**src/rtl/booth_pkg.sv**
```systemverilog
// Shared definitions for the radix-2 Booth multiplier.
//   state_t    : controller state encoding (IDLE/RUN/DONE; 2'd3 is unused and recovers to IDLE)
//   booth_op_t : per-step operation chosen from the low two bits of {Q, q_-1}
//   booth_op() : maps Q[1:0] to the step operation
package booth_pkg;

    typedef enum logic [1:0] {
        IDLE = 2'd0,
        RUN  = 2'd1,
        DONE = 2'd2
    } state_t;

    typedef enum logic [1:0] {
        OP_NOP = 2'd0,
        OP_ADD = 2'd1,
        OP_SUB = 2'd2
    } booth_op_t;

    // Booth recoding of the bit pair {Q[0], q_-1}:
    // 01 ends a run of ones (add M), 10 starts one (subtract M).
    function automatic booth_op_t booth_op(input logic [1:0] qpair);
        case (qpair)
            2'b01:   return OP_ADD;
            2'b10:   return OP_SUB;
            default: return OP_NOP;
        endcase
    endfunction

endpackage

```
**src/rtl/booth_seq_ctrl_if.sv**
```systemverilog
// Requester/consumer bus of the sequential Booth multiplier.
//   start        : request, sampled only while the controller is idle
//   multiplicand : signed M, captured with start
//   multiplier   : signed Q, captured with start
//   busy         : controller is not idle
//   done         : one-cycle completion pulse
//   product      : signed 2W-bit result, held until the next completion
// master = requester side, slave = multiplier side.
interface booth_seq_ctrl_if #(
    parameter int W = 5
);
    logic           start;
    logic [W-1:0]   multiplicand;
    logic [W-1:0]   multiplier;
    logic           busy;
    logic           done;
    logic [2*W-1:0] product;

    modport master (
        output start, multiplicand, multiplier,
        input  busy, done, product
    );

    modport slave (
        input  start, multiplicand, multiplier,
        output busy, done, product
    );
endinterface

```
**src/rtl/booth_step.sv**
```systemverilog
// One combinational radix-2 Booth iteration.
//   a, q, m   : current accumulator A[W:0], {multiplier, q_-1} Q[W:0], sign-extended M[W:0]
//   a_nxt     : A after add/sub and arithmetic right shift
//   q_nxt     : Q after the shift (receives the bit shifted out of A)
// Arithmetic is modulo 2^(W+1); the extra A bit keeps -2^(W-1) negatable.
module booth_step
    import booth_pkg::*;
#(
    parameter int W = 5
) (
    input  logic [W:0] a,
    input  logic [W:0] q,
    input  logic [W:0] m,
    output logic [W:0] a_nxt,
    output logic [W:0] q_nxt
);

    logic [W:0] sum;

    always_comb begin
        // NOTE: default assignment first so no path leaves sum unassigned (no latch).
        sum = a;
        case (booth_op(q[1:0]))
            OP_ADD:  sum = a + m;
            OP_SUB:  sum = a - m;
            default: sum = a;
        endcase
    end

    // Arithmetic right shift of {sum, q}: sign bit of A replicated.
    assign a_nxt = {sum[W], sum[W:1]};
    assign q_nxt = {sum[0], q[W:1]};

endmodule

```
**src/rtl/booth_seq_ctrl.sv**
```systemverilog
// Sequential radix-2 Booth multiplier controller.
//   clk   : rising-edge clock
//   rst_n : synchronous active-low reset (aborts any operation, clears product)
//   bus   : booth_seq_ctrl_if.slave (start/operands in, busy/done/product out)
// Holds the A/Q/M working registers, the iteration counter and the FSM; the
// datapath step itself lives in booth_step. One Booth step per clock, W steps
// per product, done pulses in the cycle after the last step.
module booth_seq_ctrl
    import booth_pkg::*;
#(
    parameter int W = 5
) (
    input  logic          clk,
    input  logic          rst_n,
    booth_seq_ctrl_if.slave bus
);

    localparam int CNT_W = $clog2(W + 1);

    state_t           state;
    logic [W:0]       a_reg;
    logic [W:0]       q_reg;
    logic [W:0]       m_reg;
    logic [CNT_W-1:0] count;
    logic [W:0]       a_nxt;
    logic [W:0]       q_nxt;
    logic             busy_q;
    logic             done_q;
    logic [2*W-1:0]   product_q;

    booth_step #(.W(W)) u_step (
        .a     (a_reg),
        .q     (q_reg),
        .m     (m_reg),
        .a_nxt (a_nxt),
        .q_nxt (q_nxt)
    );

    always_ff @(posedge clk) begin
        // NOTE: all state uses non-blocking assignments so every register
        // samples pre-edge values regardless of statement order.
        if (!rst_n) begin
            state     <= IDLE;
            a_reg     <= '0;
            q_reg     <= '0;
            m_reg     <= '0;
            count     <= '0;
            busy_q    <= 1'b0;
            done_q    <= 1'b0;
            product_q <= '0;
        end else begin
            done_q <= 1'b0;
            case (state)
                IDLE: begin
                    if (bus.start) begin
                        a_reg  <= '0;
                        m_reg  <= {bus.multiplicand[W-1], bus.multiplicand};
                        q_reg  <= {bus.multiplier, 1'b0};
                        count  <= CNT_W'(W);
                        busy_q <= 1'b1;
                        state  <= RUN;
                    end
                end
                RUN: begin
                    a_reg <= a_nxt;
                    q_reg <= q_nxt;
                    count <= count - 1'b1;
                    if (count == CNT_W'(1)) begin
                        // Final step: drop A's guard bit and q_-1.
                        product_q <= {a_nxt[W-1:0], q_nxt[W:1]};
                        done_q    <= 1'b1;
                        state     <= DONE;
                    end
                end
                DONE: begin
                    busy_q <= 1'b0;
                    state  <= IDLE;
                end
                default: begin
                    busy_q <= 1'b0;
                    state  <= IDLE;
                end
            endcase
        end
    end

    assign bus.busy    = busy_q;
    assign bus.done    = done_q;
    assign bus.product = product_q;

endmodule

```
**src/flat_wrapper.sv**
```systemverilog
// flat-port wrapper written by rule: the top's interface ports become plain ports
module booth_seq_ctrl_flat import booth_pkg::*;
#(
    parameter int W = 5
)
  (clk, rst_n, bus_start, bus_multiplicand, bus_multiplier, bus_busy, bus_done, bus_product);
  booth_seq_ctrl_if #(.W(W)) bus_i ();
  input  logic clk;
  input  logic rst_n;
  input wire logic [$bits(bus_i.start)-1:0] bus_start;
  input wire logic [$bits(bus_i.multiplicand)-1:0] bus_multiplicand;
  input wire logic [$bits(bus_i.multiplier)-1:0] bus_multiplier;
  output wire logic [$bits(bus_i.busy)-1:0] bus_busy;
  output wire logic [$bits(bus_i.done)-1:0] bus_done;
  output wire logic [$bits(bus_i.product)-1:0] bus_product;
  assign bus_i.start = bus_start;
  assign bus_i.multiplicand = bus_multiplicand;
  assign bus_i.multiplier = bus_multiplier;
  assign bus_busy = bus_i.busy;
  assign bus_done = bus_i.done;
  assign bus_product = bus_i.product;
  booth_seq_ctrl #(.W(W)) u_core (.clk(clk), .rst_n(rst_n), .bus(bus_i));
endmodule
```
**config.mk**
```make
export PLATFORM = sky130hd
export DESIGN_NAME = booth_seq_ctrl_flat
export DESIGN_NICKNAME = d
export VERILOG_FILES = /design/src/rtl/booth_pkg.sv /design/src/rtl/booth_seq_ctrl_if.sv /design/src/rtl/booth_step.sv /design/src/rtl/booth_seq_ctrl.sv /design/src/flat_wrapper.sv
export SDC_FILE = /design/constraint.sdc
export NUM_CORES = 1
export LEC_CHECK = 0
export ABC_AREA = 1
export ABC_CLOCK_PERIOD_IN_PS = 3000
export BUFFER_PORTS_ARGS = -buffer_cell sky130_fd_sc_hd__buf_2
export CORE_AREA = 5 5 77 79
export CTS_BUF_LIST = sky130_fd_sc_hd__clkbuf_8
export DETAILED_ROUTE_END_ITERATION = 6
export DIE_AREA = 0 0 82 84
export SYNTH_ARGS = -nofsm -noshare
export SYNTH_HDL_FRONTEND = slang
export SYNTH_SLANG_ARGS = --single-unit
export TNS_END_PERCENT = 100
```
**constraint.sdc**
```tcl
create_clock -name clk -period 3 [get_ports clk]
set_input_delay 0.3 -clock clk [delete_from_list [all_inputs] [get_ports clk]]
set_output_delay 0.3 -clock clk [all_outputs]
set_load 0.05 [all_outputs]
```
======== Yosys cells after proc, flatten, opt, wreduce, memory -nomap -nowiden ========
Index checks and enable logic that the tools add are counted.
operators by class
  $mul .................................... 0
  reduce and logical (&&, ||, !) cells .... 8
  bitwise gates (word level) .............. 1
  $lt $le $gt $ge ......................... 0
  shift operators ......................... 0
  multiplexer cells ....................... 14
  $add $sub $neg .......................... 3
  divide/modulo/power cells ............... 0
  eq/ne operators ......................... 8
operators by type and width
  cell                                                                      count
  6-bit one-hot mux with 2 select lines                                     3
  6-bit two-way mux                                                         2
  2-bit AND reduction                                                       6
  2-bit one-hot mux with 2 select lines                                     2
  6-bit adder                                                               1
  2-bit by 1-bit equality test with 1-bit output (second input constant)    3
  3-bit one-hot mux with 2 select lines                                     1
  6-bit subtractor                                                          1
  2-bit equality test (second input constant)                               2
  2-bit two-way mux                                                         2
  3-bit by 1-bit equality test with 1-bit output (second input constant)    1
  3-bit two-way mux                                                         1
  3-bit by 1-bit subtractor with 3-bit output (second input constant)       1
  2-bit zero test                                                           1
  1-bit two-way mux                                                         2
  2-bit by 1-bit inequality test with 1-bit output (second input constant)  1
  2-bit inequality test (second input constant)                             1
  1-bit one-hot mux with 2 select lines                                     1
  2-bit nonzero test                                                        1
  1-bit NOT                                                                 1
storage, ports and cells
  ROM bits ................................ 0
  latch bits .............................. 0
  bits in registers ....................... 34
  output and inout bits ................... 12
  bits of input ports ..................... 13
  memories kept ........................... 0
  word-level logic and storage cells ...... 42
  memory bits (writable) .................. 0

======== Depth between registers and ports, before layout ========
Gate-level depths: netlist of run 1.
  depth in word-level cells ............... 5
  mapped depth ............................ 18
  mapped depth without buffers ............ 18

======== Hierarchy ========
A second synthesis of run 1 with hierarchy kept.
second synthesis, totals
  cells, all modules ...................... 264
  area total of the unflattened synthesis .. 1831.8 um^2
modules (own cells, without submodules)
  module          area each (um^2)  sequential area each (um^2)  cells each  times used
  booth_seq_ctrl  1363.8            680.7                        182         1
  booth_step      467.9             0.0                          82          1

======== Worst setup path before layout of run 1 ========
OpenSTA, ideal clock, no wires.
  kind .................................... reg-to-reg
  start ................................... register u_core.q_reg[0]
  end ..................................... register u_core.a_reg[3]
  library setup time ...................... 0.115 ns
  path buffers ............................ 1
  arrival ................................. 1.977 ns
  period minus slack after synthesis ...... 2.091 ns
  path slack .............................. 0.909 ns
  required time ........................... 2.885 ns
  cell stages (with the launch flop) ...... 15
  cells stage by stage .................... dfxtp_1 inv_1 ha_1 clkbuf_2 a21oi_1 xor2_1 inv_1 ha_1 a21oi_1 nand2_1 xnor2_1 nand2_1 o21ai_0 nor2_1 o21a_1
between the ends
  longest elaborated chain between the ends .. 5
  elaborated cells on any way between the ends .. 7
  classes of those cells .................. 4 x eq/ne; 3 x mux
ends and longest elaborated chain
  item                                                                                   RTL line              source
  from (decl)                                                                            booth_seq_ctrl.sv:22  logic [W:0] q_reg;
  from (signal assigned)                                                                 booth_seq_ctrl.sv:58  q_reg <= {bus.multiplier, 1'b0};
  from (signal assigned)                                                                 booth_seq_ctrl.sv:66  q_reg <= q_nxt;
  2-bit equality test or 2-bit by 1-bit equality test with 1-bit output (tied branches)  booth_pkg.sv:22       case (qpair)
  2-bit one-hot mux with 2 select lines *                                                booth_pkg.sv:22
  2-bit equality test or 2-bit by 1-bit equality test with 1-bit output (tied branches)  booth_step.sv:23      case (booth_op(q[1:0]))
  6-bit one-hot mux with 2 select lines *                                                booth_step.sv:23
  6-bit one-hot mux with 2 select lines *                                                booth_seq_ctrl.sv:53  case (state)
  to (signal assigned)                                                                   booth_seq_ctrl.sv:65  a_reg <= a_nxt;
  to (decl)                                                                              booth_seq_ctrl.sv:21  logic [W:0] a_reg;
Mark *: on every way between the ends. The rest lies on a longest branch, timed or not.
A chain may end at the register's enable or synchronous reset.

======== Worst setup path after layout of run 1 ========
  start ................................... register u_core.m_reg[0]
  end ..................................... register u_core.a_reg[2]
between the ends
  longest elaborated chain between the ends .. 3
  elaborated cells on any way between the ends .. 4
  classes of those cells .................. 2 x add/sub; 2 x mux
ends and longest elaborated chain
  item                                             RTL line                            source
  from (decl)                                      booth_seq_ctrl.sv:23                logic [W:0] m_reg;
  from (signal assigned)                           booth_seq_ctrl.sv:57                m_reg <= {bus.multiplicand[W-1], bus.multiplicand};
  6-bit subtractor or 6-bit adder (tied branches)  booth_step.sv:25, booth_step.sv:24
  6-bit one-hot mux with 2 select lines *          booth_step.sv:23
  6-bit one-hot mux with 2 select lines *          booth_seq_ctrl.sv:53
Marks and branches as above.

==> metrics list, run 1 <==
- By area, the combinational part of the netlist is dominated by simple AND/OR/NAND/NOR gates.
- Once the clock tree was built, the resizer swapped 0 gates to a different size.
- IR analysis of the VDD net gives a maximum drop of between 0.0003 and 0.0004 V.
- Dividing the synthesized area by the synthesized cell count gives roughly 7.7 um^2.
- The region available for standard cell placement spans 0.00527 mm^2.
- Number of flip-flops under the largest register name: 10
- The synthesized design contains 0 enable-type register cells.
* Root buffer cell: clkbuf_8
- Area growth, synth to finish: 15.4%
- Vias in the first global route: about 1400
* H-Tree Level Count: 2
- Maximum net fanout on the critical path: 4
* Yosys reg bits: 33
- Share of the synthesized netlist area taken by xor and xnor gates: under 10%
- The tool flagged a number of max-cap violations equal to 0.
- Detail-routed net length per standard cell: ~12 um
- Measured along the y axis, the die boundary spans 84 um.
- Num ports: 25
- Die area: 0.00689 mm^2
- Dividing the final minimum period by the clock period gives approximately four fifths.
- Critical path launch point type: flip-flop
- Iteration-0 DRC count of the detailed router: 85
- In this run the remaining antenna-violating nets after routing total 0.
* Critical Path AT: 2.56 ns
* Hold Path Class: in -> reg
* Fraction of the mapped netlist area in compound gates: roughly 17%
* Count of input and output buffers: 24
- Final net count: between 200 and 300
* Total vias in the final route: approximately 1500
- Dividing the detail-routed via count by the number of cells gives ~4.6.
* Final hold vios: 0
- The floorplan has 27 rows.
- At the later pin of the worst-skew pair, clock insertion delay measures around 0.28 ns.
- The pre-antenna-repair detailed-routing pass consisted of 4 iterations.
- 0 antenna diodes ended up in the layout.
- Final Slew Violations: 0
- Peak clock frequency supported by timing: approximately 430 MHz
* Multiplexer area fraction after synthesis: 0%
- Of the total synthesized cell area, the portion taken by full adders, half adders and majority gates is 7.68%.
- Maximum count of clock buffers along a single path: 2
- First-pass GRT wire length: approximately 6500 um
* CTS Buf Count: 5
- Total detailed-routing wirelength: 3780 um
* Total gr overflow: 0
* Worst-Margin Slew: about 0.54 ns
- For this run, the leading register cell type out of synthesis is dfxtp_1.
* Initial antenna violation count: 0
- Clock-pin slew was measured on the worst setup and hold paths at ~0.070 ns.
* Setup repair bufs after CTS: 0
* Synthesized cell area: roughly 0.0017 mm^2
- Most frequent cell after synthesis: nand2_1
- Proportion of register bits with asynchronous set or reset after synthesis: 0%
* Power density over the cells: between 600 and 700 mW/mm^2
- The commonest cells after synthesis are nand2_1, dfxtp_1, inv_1.
- The critical path is of the reg -> reg type.
* Number of clock sinks: 33
* Biggest area contributors in the synthesized netlist: dfxtp_1, nand2_1, inv_1, ha_1, a21oi_1
- Entering global routing, the biggest net connects 23 pins.
* Warnings from Yosys: 0
* Final count of negative-setup-slack endpoints: 0
- Kind of end point of the critical path: flip-flop
* Crit path time final: between 2 and 2.5 ns
- Minimum hold slack: between 0.2 and 0.25 ns
- Die X: 82 um
- Global routing used between 10% and 20% of the available tracks.
- Fraction of final layout cells with drive strength greater than 1: roughly 19%
* DRC violations left: 0
- The number of different library cells used by synthesis comes to 36.
* Total nets after synthesis: 248
- Starting density of the core: around a third
- Area leader, netlist: dfxtp_1
* Post-Synthesis Cells: ~230
- The share of synthesized area in the top cell type comes to 38.2%.
- Summing the areas of all and, or, nand and nor instances in the mapped netlist gives between 20% and 30% of the synthesized area.
* Cell leakage power: approximately 0.93 nW
- Worst slew margin relative to its limit: between 60 and 70%
* Sequential-to-total area share from yosys stat: between 30% and 40%
* Last weighted congestion value of the routability-driven placer: between 0.9 and 1
- Layout filler cell count: 570
- Total negative slack: 0 ns
- The run finished with clean final reports.
- TritonCTS built the clock tree.
* Setup skew after layout: roughly 0.005 ns
- Setup repair after global routing left no endpoint under its margin.
- Data on the critical path is required at its endpoint by 3.21 ns.
- HPWL reported at the end of detailed placement: 2900 um
* Hold buffer count at cts: 0
[report_power, final]
group / internal [mW] / switching (mW) / total [mW]
clock: 0.267 / 0.161 / 0.428
combinational: 0.118 / 0.214 / 0.332
sequential: 0.471 / 0.0231 / 0.494
total: 0.857 / 0.398 / 1.25
[placed cells by master, fill, tap and decap left out, types with 2 or more instances in the layout]
cell type,count
a211oi_1,2
buf_2,24
xor2_1,2
inv_2,2
xnor2_1,3
nor3_1,5
nand2_2,4
nand3_1,10
nor2_8,2
nand2_1,34
clkbuf_8,6
o221ai_1,2
o21ai_0,17
o21ai_1,4
dfxtp_1,33
inv_1,33
nor2_1,22
nor2_2,2
ha_1,9
a21oi_1,17
[cells by family (layout without fill, tap and decap cells)]
group / count (synthesis) / count (layout)
flops: 33 / 33
xor+xnor: 5 / 5
simple gates: 84 / 84
fa+ha+maj: 10 / 10
buf+inv: 43 / 67
compound gates: 50 / 50
[final timing paths]
kind | start | cells after the start | endpoint | slack, ns
min reg2reg | u_core.bus.busy | 2 | u_core.bus.busy | 0.46
max | u_core.m_reg[0] | 13 | u_core.a_reg[2] | 0.65
max reg2reg | u_core.m_reg[0] | 13 | u_core.a_reg[2] | 0.65
min | bus_multiplicand[4] | 3 | u_core.m_reg[4] | 0.23
[critical path, stage by stage, from the launching register on]
cell     delay (ns)
dfxtp_1        0.35
inv_1          0.09
ha_1           0.29
inv_1          0.04
o21ai_0        0.34
inv_1          0.08
ha_1           0.28
nand2_1        0.10
inv_1          0.06
a21oi_1        0.19
nor2_1         0.06
o22ai_1        0.19
nand2_1        0.08
a21oi_1        0.13
[through the flow]
| stage | worst slack (ns) | instances | instance area, um^2 | util, % | power (mW) |
|---|---|---|---|---|---|
| CTS | 0.617 | 321 | 1990 | 37.8 | 1.27 |
| detailed placement | 0.633 | 313 | 1880 | 35.6 | 0.836 |
| floorplan | 0.909 | 225 | 1730 | - | 0.774 |
| finish | 0.654 | 321 | 1990 | 37.8 | 1.25 |
| global route | 0.383 | 321 | 1990 | 37.8 | 1.33 |
| global placement | 0.691 | 313 | 1880 | 35.6 | 0.829 |
[final cells by class]
cell class	count	area [um^2]	area share (%)
Timing Repair Buffer	24	120	6.03
Clock buffer	6	82.6	4.14
Tap cell	72	90.1	4.52
Sequential cell	33	661	33.1
Clock inverter	2	33.8	1.69
Inverter	35	134	6.72
Multi-Input combinational cell	149	872	43.8
[metal layers]
layer	vias to the layer above	GRT usage, %	part of all wire, %
met2	18	20.9	51
met1	680	14.3	45
met5	-	0	0
li1	774	-	-
met3	7	2.59	2.7
met4	0	4.08	1.7
Note: power is estimated with default switching activity, not from simulation.
==> run 2: changes to the inputs <==
ABC_CLOCK_PERIOD_IN_PS = 2100   (was 3000)
clock period = 2.1 ns   (was 3 ns; I/O delays follow)
==> run 2 against run 1 <==
Register-to-register slack got worse by 0.62 ns. Clock skew rose by 0.0016 ns. Highest routed layer unchanged. Sequential power rose by 44%. Largest power group unchanged. Largest cell class unchanged. Worst hold slack got worse by 0.076 ns. Maximum frequency rose by 14%.
==> metrics list, run 2 (synthesis results as in run 1) <==
- Fraction of power spent switching nets: about 34%
- Initial antenna violation count: 0
- Critical Path AT: 2.24 ns
- Relative to the synthesized area, the layout overhead comes to 25.5%.
- Row count: 27
* Sw Pwr: 0.596 mW
- Final count of negative-setup-slack endpoints: 0
- Reg-to-Reg Start: u_core.m_reg[1]
* Fraction of final layout cells with drive strength greater than 1: between 30% and 40%
- CTS Buf Count: 5
- The library cells used most frequently in the layout, excluding fill and tap cells, are nand2_1, dfxtp_1, inv_1, buf_2, nor2_1.
- Total negative slack: 0 ns
- Global routing finished with a remaining overflow of 0.
* Cell leakage power: roughly 1 nW
- The internal power of the cells totals around 1.2 mW.
* Power density over the cells: 808 mW/mm^2
* Maximum number of pins on one net before global-route repair: 22
- STA classifies the critical path startpoint as a flip-flop.
- The register with the most flip-flops in the layout has 10 of them.
* Worst slew margin relative to its limit: 63.2%
* Post-route ant nets: 0
- Final hold vios: 0
* Clock share of power: about a quarter
- Across the run, the number of max-cap violations was 0.
- For hold timing, the worst endpoint is u_core.q_reg[3].
* Hold Path Cell Cnt: 3
- Measured along the y axis, the die boundary spans approximately 84 um.
- The H-tree was split into 2 levels.
- Worst skew pair latency: ~0.28 ns
* Unrepaired setup endpoints after global routing: yes
* Maximum net fanout on the critical path: 3
- Hold buffer count at cts: 0
- The repair_antennas step left the layout with diodes totalling 0.
- Root buffer cell: clkbuf_8
- STA classifies the critical path endpoint as a flip-flop.
- The design draws ~1.8 mW.
- In this run the count of I/O pins placed on the die edge is 25.
- HP Start: bus_multiplier[2]
- Result of the run: finished, final reports clean
* Total vias in the final route: 1533
* Total detailed-routing wirelength: 3910 um
- The critical path is of the reg -> reg type.
* Peak clock frequency supported by timing: ~480 MHz
- Proportion of power drawn by combinational gates: roughly a third
* Clock tree from TritonCTS: built
* Die area: ~0.0069 mm^2
* Last weighted congestion value of the routability-driven placer: slightly above 0.8
* First-pass GRT wire length: slightly below 7000 um
- Once the floorplan was initialized, standard cells occupied about a third of the core.
* Worst-Margin Slew: 0.551 ns
- Data on the critical path is required at its endpoint by ~2.3 ns.
* Post-CTS clock slew at the launch and capture registers of the worst setup and hold paths: ~0.06 ns
- The number of global-route vias before repair was approximately 1600.
* Launch point of the critical path: u_core.m_reg[1]
* Hold Path Class: in -> reg
- Iteration-0 DRC count of the detailed router: roughly 110
- Vias per inst: about 4.6
- In this run the critical register-to-register path is captured at u_core.a_reg[3].
- Core area: between 0.005 and 0.006 mm^2
- The number of slew-limit violations in the final report is 0.
- Worst setup slack for register-to-register paths: roughly 0.036 ns
* Count of input and output buffers: 24
- Per report_power, the sequential group accounts for 40.6% of the total.
* Setup skew after layout: 0.00655 ns
* Final net count: roughly 290
- Maximum count of clock buffers along a single path: 2
* Count of TritonRoute iterations in the first routing pass: 4
- Overall global routing resource usage: between 10% and 20%
* Post-placement cell count: about 330
- Die X: between 80 and 90 um
* Ratio of final minimum period to clock period: between 90% and 100%
- Peak ir drop on the vdd network: 0.000445 V
* HPWL reported at the end of detailed placement: roughly 3000 um
- Number of clock sinks: 33
* FF-to-FF path depth: 14
- Post-route non-filler standard cell count: between 300 and 400
- After detailed routing, the average wire length per cell comes to roughly 12 um.
- DRC violations left: 0
- Leaving out fill and tap cells, the most frequent cell in the layout is nand2_1.
- Counting I/O delays and the setup requirement, the final critical path takes just over 2 ns.
run 2: worst max path at each step:
stage,endpoint,slack (ns)
final,u_core.a_reg[3],0.04
after global routing,u_core.a_reg[4],-0.12
after CTS,u_core.a_reg[4],0.008
after detailed placement,u_core.a_reg[3],-0.11
after global placement,u_core.a_reg[3],-0.11
after floorplan,u_core.a_reg[3],0.009
run 2: power groups by stage:
stage	combinational (mW)	clock [mW]	sequential [mW]
after floorplan	0.361	0	0.744
after global placement	0.529	0	0.717
after detailed placement	0.534	0	0.718
after CTS	0.579	0.448	0.709
after global routing	0.689	0.466	0.717
final	0.610	0.431	0.711
run 2: repair_timing:
item	CTS	global route
resized for setup	23	8
pin swaps	16	15
gates cloned	0	0
endpoints found under the setup margin	8	8
buffers inserted	1	2
run 2: routing by layer:
| metal | track usage [%] | share of wire [%] | wire, um |
|---|---|---|---|
| met5 | 0 | 0 | 0 |
| met4 | 3.32 | 1.5 | 57 |
| met3 | 3.13 | 2.9 | 114 |
| met2 | 22.4 | 52 | 2020 |
| met1 | 15.1 | 44 | 1720 |
run 2: cell type report:
| type | count | area (um^2) |
|---|---|---|
| Clock buffer | 5 | 68.8 |
| Clock inverter | 1 | 5.00 |
| Fill cell | 585 | 3100 |
| Inverter | 35 | 136 |
| Multi-Input combinational cell | 149 | 962 |
| Sequential cell | 33 | 666 |
| Tap cell | 72 | 90.1 |
| Timing Repair Buffer | 40 | 240 |
run 2: critical path: stages (launching register included):
cell and delay [ns]:
dfxtp_2 0.32, inv_2 0.07, ha_4 0.15, inv_4 0.03
nor2_4 0.09, a21oi_2 0.06, xnor2_1 0.12, ha_1 0.33
buf_4 0.15, buf_4 0.12, xnor2_1 0.14, nand2_1 0.06
o21ai_1 0.10, nor2_1 0.06, o21a_1 0.16
run 2: stage by stage:
| stage | setup slack, ns | cell area, um^2 | hold WS [ns] | util, % |
|---|---|---|---|---|
| after floorplan | 0.00869 | 1730 | 0.345 | - |
| after CTS | 0.00822 | 2130 | 0.152 | 40.4 |
| after detailed placement | -0.111 | 1980 | 0.443 | 37.6 |
| final | 0.0356 | 2170 | 0.159 | 41.1 |
| after global routing | -0.118 | 2170 | 0.166 | 41.1 |
| after global placement | -0.109 | 1980 | 0.436 | 37.6 |
